--- src/rtl/framebuffer_writer_if.sv ---
// Pixel stream in, BRAM write bus out, bundled between rasterizer and framebuffer writer.
interface framebuffer_writer_if #(
    parameter int COORD_WIDTH = 32,
    parameter int COLOR_WIDTH = 16,
    parameter int ADDR_WIDTH  = 16
);
    logic                          pix_valid;
    logic signed [COORD_WIDTH-1:0] pix_x;
    logic signed [COORD_WIDTH-1:0] pix_y;
    logic        [COLOR_WIDTH-1:0] pix_color;

    logic                          wr_en;
    logic        [ADDR_WIDTH-1:0]  wr_addr;
    logic        [COLOR_WIDTH-1:0] wr_data;
    logic                          wr_buf;

    // Rasterizer / testbench side: sources pixels, observes BRAM writes.
    modport master (
        output pix_valid, pix_x, pix_y, pix_color,
        input  wr_en, wr_addr, wr_data, wr_buf
    );

    // Framebuffer writer side: consumes pixels, drives BRAM writes.
    modport slave (
        input  pix_valid, pix_x, pix_y, pix_color,
        output wr_en, wr_addr, wr_data, wr_buf
    );
endinterface

--- src/rtl/framebuffer_writer.sv ---
// Double-buffered framebuffer writer: clears the back buffer, writes clipped
// pixels through a 2-stage address pipeline, and swaps buffers on vsync.
//
// state      | meaning
// -----------+-------------------------------------------------------------
// IDLE       | waiting for clear_start (or frame_done for a swap w/o drawing)
// CLEAR      | filling back buffer with latched color, one word per cycle
// ACCEPT     | accepting in-bounds pixels into the write pipeline
// DRAIN      | no new pixels; letting in-flight pipeline writes finish
// WAIT_VSYNC | pipeline empty; swap front/back buffers on vsync_in
module framebuffer_writer #(
    parameter int COORD_WIDTH = 32,
    parameter int FB_WIDTH    = 320,
    parameter int FB_HEIGHT   = 180,
    parameter int COLOR_WIDTH = 16,
    parameter int ADDR_WIDTH  = $clog2(FB_WIDTH * FB_HEIGHT)
) (
    input  logic                   clk_in,
    input  logic                   rst_in,
    input  logic                   clear_start,
    input  logic [COLOR_WIDTH-1:0] clear_color,
    input  logic                   frame_done,
    input  logic                   vsync_in,
    framebuffer_writer_if.slave    bus,
    output logic                   disp_buf,
    output logic                   ready,
    output logic                   busy,
    output logic                   swap_done,
    output logic [15:0]            drop_count
);
    typedef enum logic [2:0] {
        IDLE       = 3'd0,
        CLEAR      = 3'd1,
        ACCEPT     = 3'd2,
        DRAIN      = 3'd3,
        WAIT_VSYNC = 3'd4
    } state_t;

    localparam logic [ADDR_WIDTH-1:0]         LAST_ADDR  = ADDR_WIDTH'(FB_WIDTH * FB_HEIGHT - 1);
    localparam logic [ADDR_WIDTH-1:0]         ROW_STRIDE = ADDR_WIDTH'(FB_WIDTH);
    localparam logic signed [COORD_WIDTH-1:0] X_LIMIT    = COORD_WIDTH'(FB_WIDTH);
    localparam logic signed [COORD_WIDTH-1:0] Y_LIMIT    = COORD_WIDTH'(FB_HEIGHT);

    state_t                 state_q, state_d;
    logic [ADDR_WIDTH-1:0]  clear_cnt;
    logic [COLOR_WIDTH-1:0] clear_color_q;

    logic                   s1_valid;
    logic [ADDR_WIDTH-1:0]  s1_yoff;
    logic [ADDR_WIDTH-1:0]  s1_x;
    logic [COLOR_WIDTH-1:0] s1_color;
    logic                   s2_valid;
    logic [ADDR_WIDTH-1:0]  s2_addr;
    logic [COLOR_WIDTH-1:0] s2_data;

    logic                   wr_buf_q;
    logic                   in_bounds, accept, drop;
    logic                   wr_en_c;
    logic [ADDR_WIDTH-1:0]  wr_addr_c;
    logic [COLOR_WIDTH-1:0] wr_data_c;

    assign in_bounds = (bus.pix_x >= 0) && (bus.pix_x < X_LIMIT) &&
                       (bus.pix_y >= 0) && (bus.pix_y < Y_LIMIT);
    assign accept    = (state_q == ACCEPT) && bus.pix_valid && in_bounds;
    assign drop      = bus.pix_valid && !accept;

    assign bus.wr_en   = wr_en_c;
    assign bus.wr_addr = wr_addr_c;
    assign bus.wr_data = wr_data_c;
    assign bus.wr_buf  = wr_buf_q;

    // State register.
    always_ff @(posedge clk_in) begin
        if (rst_in) state_q <= IDLE;
        else        state_q <= state_d;
    end

    // Next-state decode and state-derived outputs; clear writes take the bus
    // while in CLEAR, otherwise pipeline stage 2 drives it.
    always_comb begin
        state_d   = state_q;
        ready     = 1'b0;
        busy      = 1'b1;
        wr_en_c   = s2_valid;
        wr_addr_c = s2_addr;
        wr_data_c = s2_data;
        unique case (state_q)
            IDLE: begin
                busy = 1'b0;
                if (clear_start)     state_d = CLEAR;
                else if (frame_done) state_d = DRAIN;
            end
            CLEAR: begin
                wr_en_c   = 1'b1;
                wr_addr_c = clear_cnt;
                wr_data_c = clear_color_q;
                if (clear_cnt == LAST_ADDR) state_d = ACCEPT;
            end
            ACCEPT: begin
                ready = 1'b1;
                if (frame_done) state_d = DRAIN;
            end
            // Leave once stage 1 is empty: stage 2 finishes its write this cycle.
            DRAIN: begin
                if (!s1_valid) state_d = WAIT_VSYNC;
            end
            WAIT_VSYNC: begin
                if (vsync_in) state_d = IDLE;
            end
            default: state_d = IDLE;
        endcase
    end

    // Clear address counter and latched fill color.
    always_ff @(posedge clk_in) begin
        if (rst_in) begin
            clear_cnt     <= '0;
            clear_color_q <= '0;
        end else if (state_q == IDLE && clear_start) begin
            clear_cnt     <= '0;
            clear_color_q <= clear_color;
        end else if (state_q == CLEAR) begin
            clear_cnt     <= clear_cnt + ADDR_WIDTH'(1);
        end
    end

    // Two-stage pixel pipeline: row offset multiply, then address add.
    always_ff @(posedge clk_in) begin
        if (rst_in) begin
            s1_valid <= 1'b0;
            s1_yoff  <= '0;
            s1_x     <= '0;
            s1_color <= '0;
            s2_valid <= 1'b0;
            s2_addr  <= '0;
            s2_data  <= '0;
        end else begin
            s1_valid <= accept;
            if (accept) begin
                s1_yoff  <= bus.pix_y[ADDR_WIDTH-1:0] * ROW_STRIDE;
                s1_x     <= bus.pix_x[ADDR_WIDTH-1:0];
                s1_color <= bus.pix_color;
            end
            s2_valid <= s1_valid;
            if (s1_valid) begin
                s2_addr <= s1_yoff + s1_x;
                s2_data <= s1_color;
            end
        end
    end

    // Saturating count of pixels that were clipped or arrived outside ACCEPT.
    always_ff @(posedge clk_in) begin
        if (rst_in)                         drop_count <= '0;
        else if (drop && drop_count != '1)  drop_count <= drop_count + 16'd1;
    end

    // Buffer swap on vsync once the frame is fully written.
    always_ff @(posedge clk_in) begin
        if (rst_in) begin
            wr_buf_q  <= 1'b1;
            disp_buf  <= 1'b0;
            swap_done <= 1'b0;
        end else begin
            swap_done <= 1'b0;
            if (state_q == WAIT_VSYNC && vsync_in) begin
                disp_buf  <= wr_buf_q;
                wr_buf_q  <= ~wr_buf_q;
                swap_done <= 1'b1;
            end
        end
    end
endmodule

--- src/flat_wrapper.sv ---
// flat-port wrapper written by rule: the top's interface ports become plain ports
module framebuffer_writer_flat 
#(
    parameter int COORD_WIDTH = 32,
    parameter int FB_WIDTH    = 320,
    parameter int FB_HEIGHT   = 180,
    parameter int COLOR_WIDTH = 16,
    parameter int ADDR_WIDTH  = $clog2(FB_WIDTH * FB_HEIGHT)
)
  (clk_in, rst_in, clear_start, clear_color, frame_done, vsync_in, disp_buf, ready, busy, swap_done, drop_count, bus_pix_valid, bus_pix_x, bus_pix_y, bus_pix_color, bus_wr_en, bus_wr_addr, bus_wr_data, bus_wr_buf);
  framebuffer_writer_if #(.COORD_WIDTH(COORD_WIDTH), .COLOR_WIDTH(COLOR_WIDTH), .ADDR_WIDTH(ADDR_WIDTH)) bus_i ();
  input  logic clk_in;
  input  logic rst_in;
  input  logic clear_start;
  input  logic [COLOR_WIDTH-1:0] clear_color;
  input  logic frame_done;
  input  logic vsync_in;
  output logic disp_buf;
  output logic ready;
  output logic busy;
  output logic swap_done;
  output logic [15:0] drop_count;
  input wire logic [$bits(bus_i.pix_valid)-1:0] bus_pix_valid;
  input wire logic [$bits(bus_i.pix_x)-1:0] bus_pix_x;
  input wire logic [$bits(bus_i.pix_y)-1:0] bus_pix_y;
  input wire logic [$bits(bus_i.pix_color)-1:0] bus_pix_color;
  output wire logic [$bits(bus_i.wr_en)-1:0] bus_wr_en;
  output wire logic [$bits(bus_i.wr_addr)-1:0] bus_wr_addr;
  output wire logic [$bits(bus_i.wr_data)-1:0] bus_wr_data;
  output wire logic [$bits(bus_i.wr_buf)-1:0] bus_wr_buf;
  assign bus_i.pix_valid = bus_pix_valid;
  assign bus_i.pix_x = bus_pix_x;
  assign bus_i.pix_y = bus_pix_y;
  assign bus_i.pix_color = bus_pix_color;
  assign bus_wr_en = bus_i.wr_en;
  assign bus_wr_addr = bus_i.wr_addr;
  assign bus_wr_data = bus_i.wr_data;
  assign bus_wr_buf = bus_i.wr_buf;
  framebuffer_writer #(.COORD_WIDTH(COORD_WIDTH), .FB_WIDTH(FB_WIDTH), .FB_HEIGHT(FB_HEIGHT), .COLOR_WIDTH(COLOR_WIDTH), .ADDR_WIDTH(ADDR_WIDTH)) u_core (.clk_in(clk_in), .rst_in(rst_in), .clear_start(clear_start), .clear_color(clear_color), .frame_done(frame_done), .vsync_in(vsync_in), .bus(bus_i), .disp_buf(disp_buf), .ready(ready), .busy(busy), .swap_done(swap_done), .drop_count(drop_count));
endmodule
--- config.mk ---
export PLATFORM = sky130hd
export DESIGN_NAME = framebuffer_writer_flat
export DESIGN_NICKNAME = d
export VERILOG_FILES = /design/src/rtl/framebuffer_writer_if.sv /design/src/rtl/framebuffer_writer.sv /design/src/flat_wrapper.sv
export SDC_FILE = /design/constraint.sdc
export NUM_CORES = 1
export LEC_CHECK = 0
export CAP_MARGIN = 15
export CORE_MARGIN = 8
export CORE_UTILIZATION = 50
export DETAILED_ROUTE_END_ITERATION = 7
export GPL_ROUTABILITY_DRIVEN = 0
export PLACE_DENSITY = 0.8
export SYNTH_ARGS = -nofsm -noshare
export SYNTH_HDL_FRONTEND = slang
export SYNTH_SLANG_ARGS = --single-unit
--- constraint.sdc ---
create_clock -name clk_in -period 2.8 [get_ports clk_in]
set_input_delay 0.42 -clock clk_in [delete_from_list [all_inputs] [get_ports clk_in]]
set_output_delay 0.42 -clock clk_in [all_outputs]
set_load 0.02 [all_outputs]
After elaboration in Yosys (flattened, before gate mapping) --
Index checks and enable logic that the tools add are counted.
Storage, ports and cells: output and inout bits 54, bits in registers 130, input bits 102, logic and storage cells 57
Operators by class: bitwise operators 1, eq/ne operators 9, $lt $le $gt $ge 4, multipliers 1, add/sub/neg operators 3, multiplexer cells 12, reduce and logical (&&, ||, !) cells 13
Operators by type and width (number):
- 32-bit by 1-bit >= comparator with 1-bit output (second input constant) | 2
- 16-bit by 1-bit adder with 16-bit output (second input constant) | 2
- 32-bit by 10-bit less-than comparator with 1-bit output (second input constant) | 1
- 32-bit by 9-bit less-than comparator with 1-bit output (second input constant) | 1
- 16-bit 2-to-1 mux | 2
- 16-bit adder | 1
- 16-bit equality test (second input constant) | 1
- 16-bit by 3-bit multiplier with 10-bit output (second input constant) | 1
- 16-bit != test (second input constant) | 1
- 3-bit 2-to-1 mux | 5
- 3-bit case mux with 5 select lines | 1
- 1-bit logical AND | 9
- 3-bit by 2-bit equality test with 1-bit output (second input constant) | 2
- 1-bit 2-to-1 mux | 4
- 2-bit != test (second input constant) | 2
- 3-bit by 1-bit equality test with 1-bit output (second input constant) | 1
- 3-bit equality test (second input constant) | 1
- 3-bit logical NOT | 1
- 3-bit AND reduction | 1
- 2-bit by 1-bit != test with 1-bit output (second input constant) | 1
- 2-bit OR reduction | 1
- 1-bit logical NOT | 1
- 1-bit NOT | 1

Logic depth before layout (Yosys ltp) --
depth after elaboration 8, mapped depth 9, gate-level depth less buffers 9

Worst setup path before layout --
OpenSTA, ideal clock, no wires.
path type input-to-reg, start point in bus_pix_y[1], end point reg u_core.s1_yoff[15], slack 559 ps, stages 9, path buffers 0, arrival time 2170 ps, library setup time 71 ps, data required time 2729 ps, cells stage by stage ha_1 ha_1 fa_1 a211oi_1 o21bai_1 a21oi_1 xnor2_1 nand2_2 a21oi_2
Between the ends: word-level cells in the longest chain between the ends 4, elaborated cells on any way between the ends 6, classes of those cells 1 x mul; 2 x order compare; 3 x reduce/logical
Ends and longest elaborated chain:
- start: declaration | line flat_wrapper.sv:25 | input wire logic [$bits(bus_i.pix_y)-1:0] bus_pix_y;
- branches (longest 4 deep; another with 16-bit by 3-bit multiplier with 10-bit output)
- end signal: assignment | line framebuffer_writer.sv:140 | s1_yoff <= bus.pix_y[ADDR_WIDTH-1:0] * ROW_STRIDE;
- end: declaration | line framebuffer_writer.sv:49 | logic [ADDR_WIDTH-1:0] s1_yoff;
Parallel ways; which one is timed is not known. A chain may end at the register's enable or synchronous reset.

Worst setup path in the final report --
start point reg u_core.state_q[2], end point out bus_wr_addr[3]
Between the ends: word-level cells in the longest chain between the ends 2
Ends and longest elaborated chain:
- start: declaration | line framebuffer_writer.sv:44 | state_t state_q, state_d;
- start signal: assignment | line framebuffer_writer.sv:75 | else state_q <= state_d;
- 3-bit by 1-bit equality test with 1-bit output | line framebuffer_writer.sv:87 | unique case (state_q)
- 16-bit 2-to-1 mux | line framebuffer_writer.sv:87
- end: declaration | line flat_wrapper.sv:28 | output wire logic [$bits(bus_i.wr_addr)-1:0] bus_wr_addr;
Every way passes these cells.

==> flow_summary.ini <==
[sta]
period_share_pct = 97.29
setup_viol = 0
clock_skew_ps = 7.257
slew_viol_final = 0
relSlewSlack_pct = 58.59
rsz0062_at_grt = false
max_freq_mhz = 367.1
worstMarginPinSlew_ps = 621.1
hold_ws_ps = 453.0
fin_crit_ps = 2724
hold_violations = 0

[global_route]
grt_antenna_before_repair = 0
grt_pass1_wl_um = 27460
grtUsageTotal_pct = 20.20
overflow = 0
grt_max_degree = 48
first_global_vias = 5899

[logic_synthesis]
ys_seq_elements = 130
synthCells = 710
yosysWarnings = 0
synthFlopType = dfxtp_1
synth_edf_count = 0
syn_nets = 838
syn_area_per_cell_um2 = 9.107
ys_seq_area_share_pct = 40.25
synth_cell_types = 57
synthArstFlopShare_pct = 0
synthTopCellsByArea = dfxtp_1 40%, mux2_2 5.4%, nand2_1 5.3%
synth_area_um2 = 6466
synth_top_cell_by_area = dfxtp_1
synthMostInstantiatedCell = dfxtp_1
synth_common_cells = 130 x dfxtp_1, 92 x nand2_1, 72 x nor2_1
netlist.area_leader.share_pct = 40.25

[placed_design]
placed_area_um2 = 8133
post-place-cells = 1013
hpwl_um = 12930
port_buffers = 155

[routing]
vias_per_cell = 5.365
antenna_left = 0
vias = 5606
avgRoutedWirePerCell_um = 16.30
drc = 0
drtIter0Drc = 264
first_pass_iters = 6
routed_wl_um = 17030

[die]
initial_utilization_pct = 51.24
num_rows = 41
fp.dieArea_um2 = 16830
ios = 156
fp.dieH_um = 129.7
die_w_um = 129.7
core_um2 = 12620

[status]
status = finished, final reports clean

[clock_tree]
root_buffer = clkbuf_16
cts_buffers = 17
worst_skew_pair.late_latency_ps = 410
cts_max_path_buffers = 2
clk_pin_slew_ps = 60
htreeDepth = 4
cts_sinks = 130
post_cts_buffers = 0
cts_hold_buf = 0
cts_tree = yes

[worst_setup_path]
arrival_ps = 2300
cp_cell_sequence = nor3b_4, buf_8, mux2_2, clkdlybuf4s50_1
end_kind = output pin
slowest_stage = clkdlybuf4s50_1
cpPeakStageDelay_ps = 560
start_kind = flop
critPathKind = reg2out
required_ps = 2380
crit_fanout = 23

[finish]
syn2layout_area_growth_pct = 34.79
drive_above_1_share_pct = 18.21
final_util_pct = 69.07
layout.cells.non_filler = 1045
nets = 988
antenna_cells = 0
fill_cells = 978
finish.instance_area_um2 = 8716

[run]
cap_violations = 0

[power]
peakVddDrop_mv = 0.3817
powerDensity_nw_per_um2 = 530.3
power_leakage_nw = 3.190

[worst_hold_path]
worstHoldPathType = reg2reg
==> critical path: cells and delay by family, from the launching register on <==
| kind | cells | cell delay [ps] |
|---|---|---|
| buffers and inverters | 2 | 790 |
| multiplexers | 1 | 390 |
| flip-flops | 1 | 410 |
| AND/OR/NAND/NOR | 1 | 290 |
==> power breakdown <==
group / internal [W] / leakage, nW / switching (W)
Sequential: 0.00189 / 1.05 / 0.0000304
Clock: 0.00125 / 0.273 / 0.000838
Combinational: 0.000314 / 1.87 / 0.000300
Total: 0.00345 / 3.19 / 0.00117
==> registers in the layout, summed over array words and instances, names as in the netlist <==
register              cells
u_core.s2_data           16
u_core.clear_color_q     16
u_core.s2_addr           16
u_core.s1_color          16
u_core.state_q            3
u_core.bus.wr_buf         1
u_core.swap_done          1
u_core.s1_valid           1
u_core.drop_count        16
u_core.s2_valid           1
u_core.s1_yoff           10
u_core.s1_x              16
u_core.clear_cnt         16
u_core.disp_buf           1
==> placed cells by master (no fill, tap or decap), drive strengths merged, types with 11 or more instances in the layout <==
cell           netlist  layout
a21oi               65      65
buf                 22      17
clkbuf              18      18
clkdlybuf4s50        0     154
dfxtp              130     130
ha                  24      24
inv                  9      11
mux2                37      37
mux2i               31      31
nand2              121     121
nand3               15      15
nor2                73      73
nor2b               12      12
nor4                12      12
o21ai               18      18
xnor2               15      15
xor2                13      13
==> final timing paths <==
| check | startpoint | slack, ps | endpoint | depth (start not counted) |
|---|---|---|---|---|
| setup / recovery | u_core.state_q[2]$_SDFFE_PP0P_ | 80 | bus_wr_addr[3] | 4 |
| hold / removal | u_core.clear_color_q[12]$_SDFFE_PP0P_ | 450 | u_core.clear_color_q[12]$_SDFFE_PP0P_ | 2 |
| setup reg to reg | u_core.s1_yoff[6]$_SDFFE_PP0P_ | 470 | u_core.s2_addr[14]$_SDFFE_PP0P_ | 9 |
| hold reg to reg | u_core.clear_color_q[12]$_SDFFE_PP0P_ | 450 | u_core.clear_color_q[12]$_SDFFE_PP0P_ | 2 |
==> layout make-up <==
| class | instances | area [um^2] | area share, % |
|---|---|---|---|
| clock buffers | 18 | 439.2 | 5.039 |
| flip-flops and latches | 130 | 2604 | 29.87 |
| multi-input cells | 531 | 3598 | 41.29 |
| clock inverters | 14 | 132.6 | 1.522 |
| repair buffers | 171 | 1693 | 19.42 |
| inverters | 9 | 33.78 | 0.3876 |
| well taps | 172 | 215.2 | 2.469 |
==> what timing repair did <==
action | in CTS | in global routing
gates resized for setup | 0 | 3
endpoints found under the hold margin | 0 | 0
endpoints found under the setup margin | 0 | 16
==> stage by stage <==
| step | setup TNS (ps) | total power (W) | worst slack, ps |
|---|---|---|---|
| floorplan | 0 | 0.002270 | 559.4 |
| global placement | 0 | 0.002536 | 65.98 |
| detailed placement | -69.10 | 0.002560 | -69.10 |
| CTS | 0 | 0.004640 | 31.02 |
| global route | 0 | 0.004788 | 3.947 |
| finish | 0 | 0.004622 | 75.81 |
==> cells by family (layout without fill, tap and decap cells) <==
group | Yosys count | after routing | share of synthesized area, %
xor+xnor | 28 | 28 | 3.793
fa+ha+maj | 26 | 26 | 5.263
buf+inv | 49 | 212 | 4.218
flops | 130 | 130 | 40.25
compound gates | 109 | 109 | 11.26
mux | 68 | 68 | 11.59
simple gates | 300 | 300 | 23.63
==> per-layer routing <==
metal  up-vias  global-route usage [%]  part of all wire, %
met4         0                   7.719                  1.6
met1      2654                   22.02                   40
met5         -                       0                    0
met2       167                   35.80                   51
li1       2761                       -                    -
met3        24                   6.528                  7.0
(Power assumes the default switching activity.)
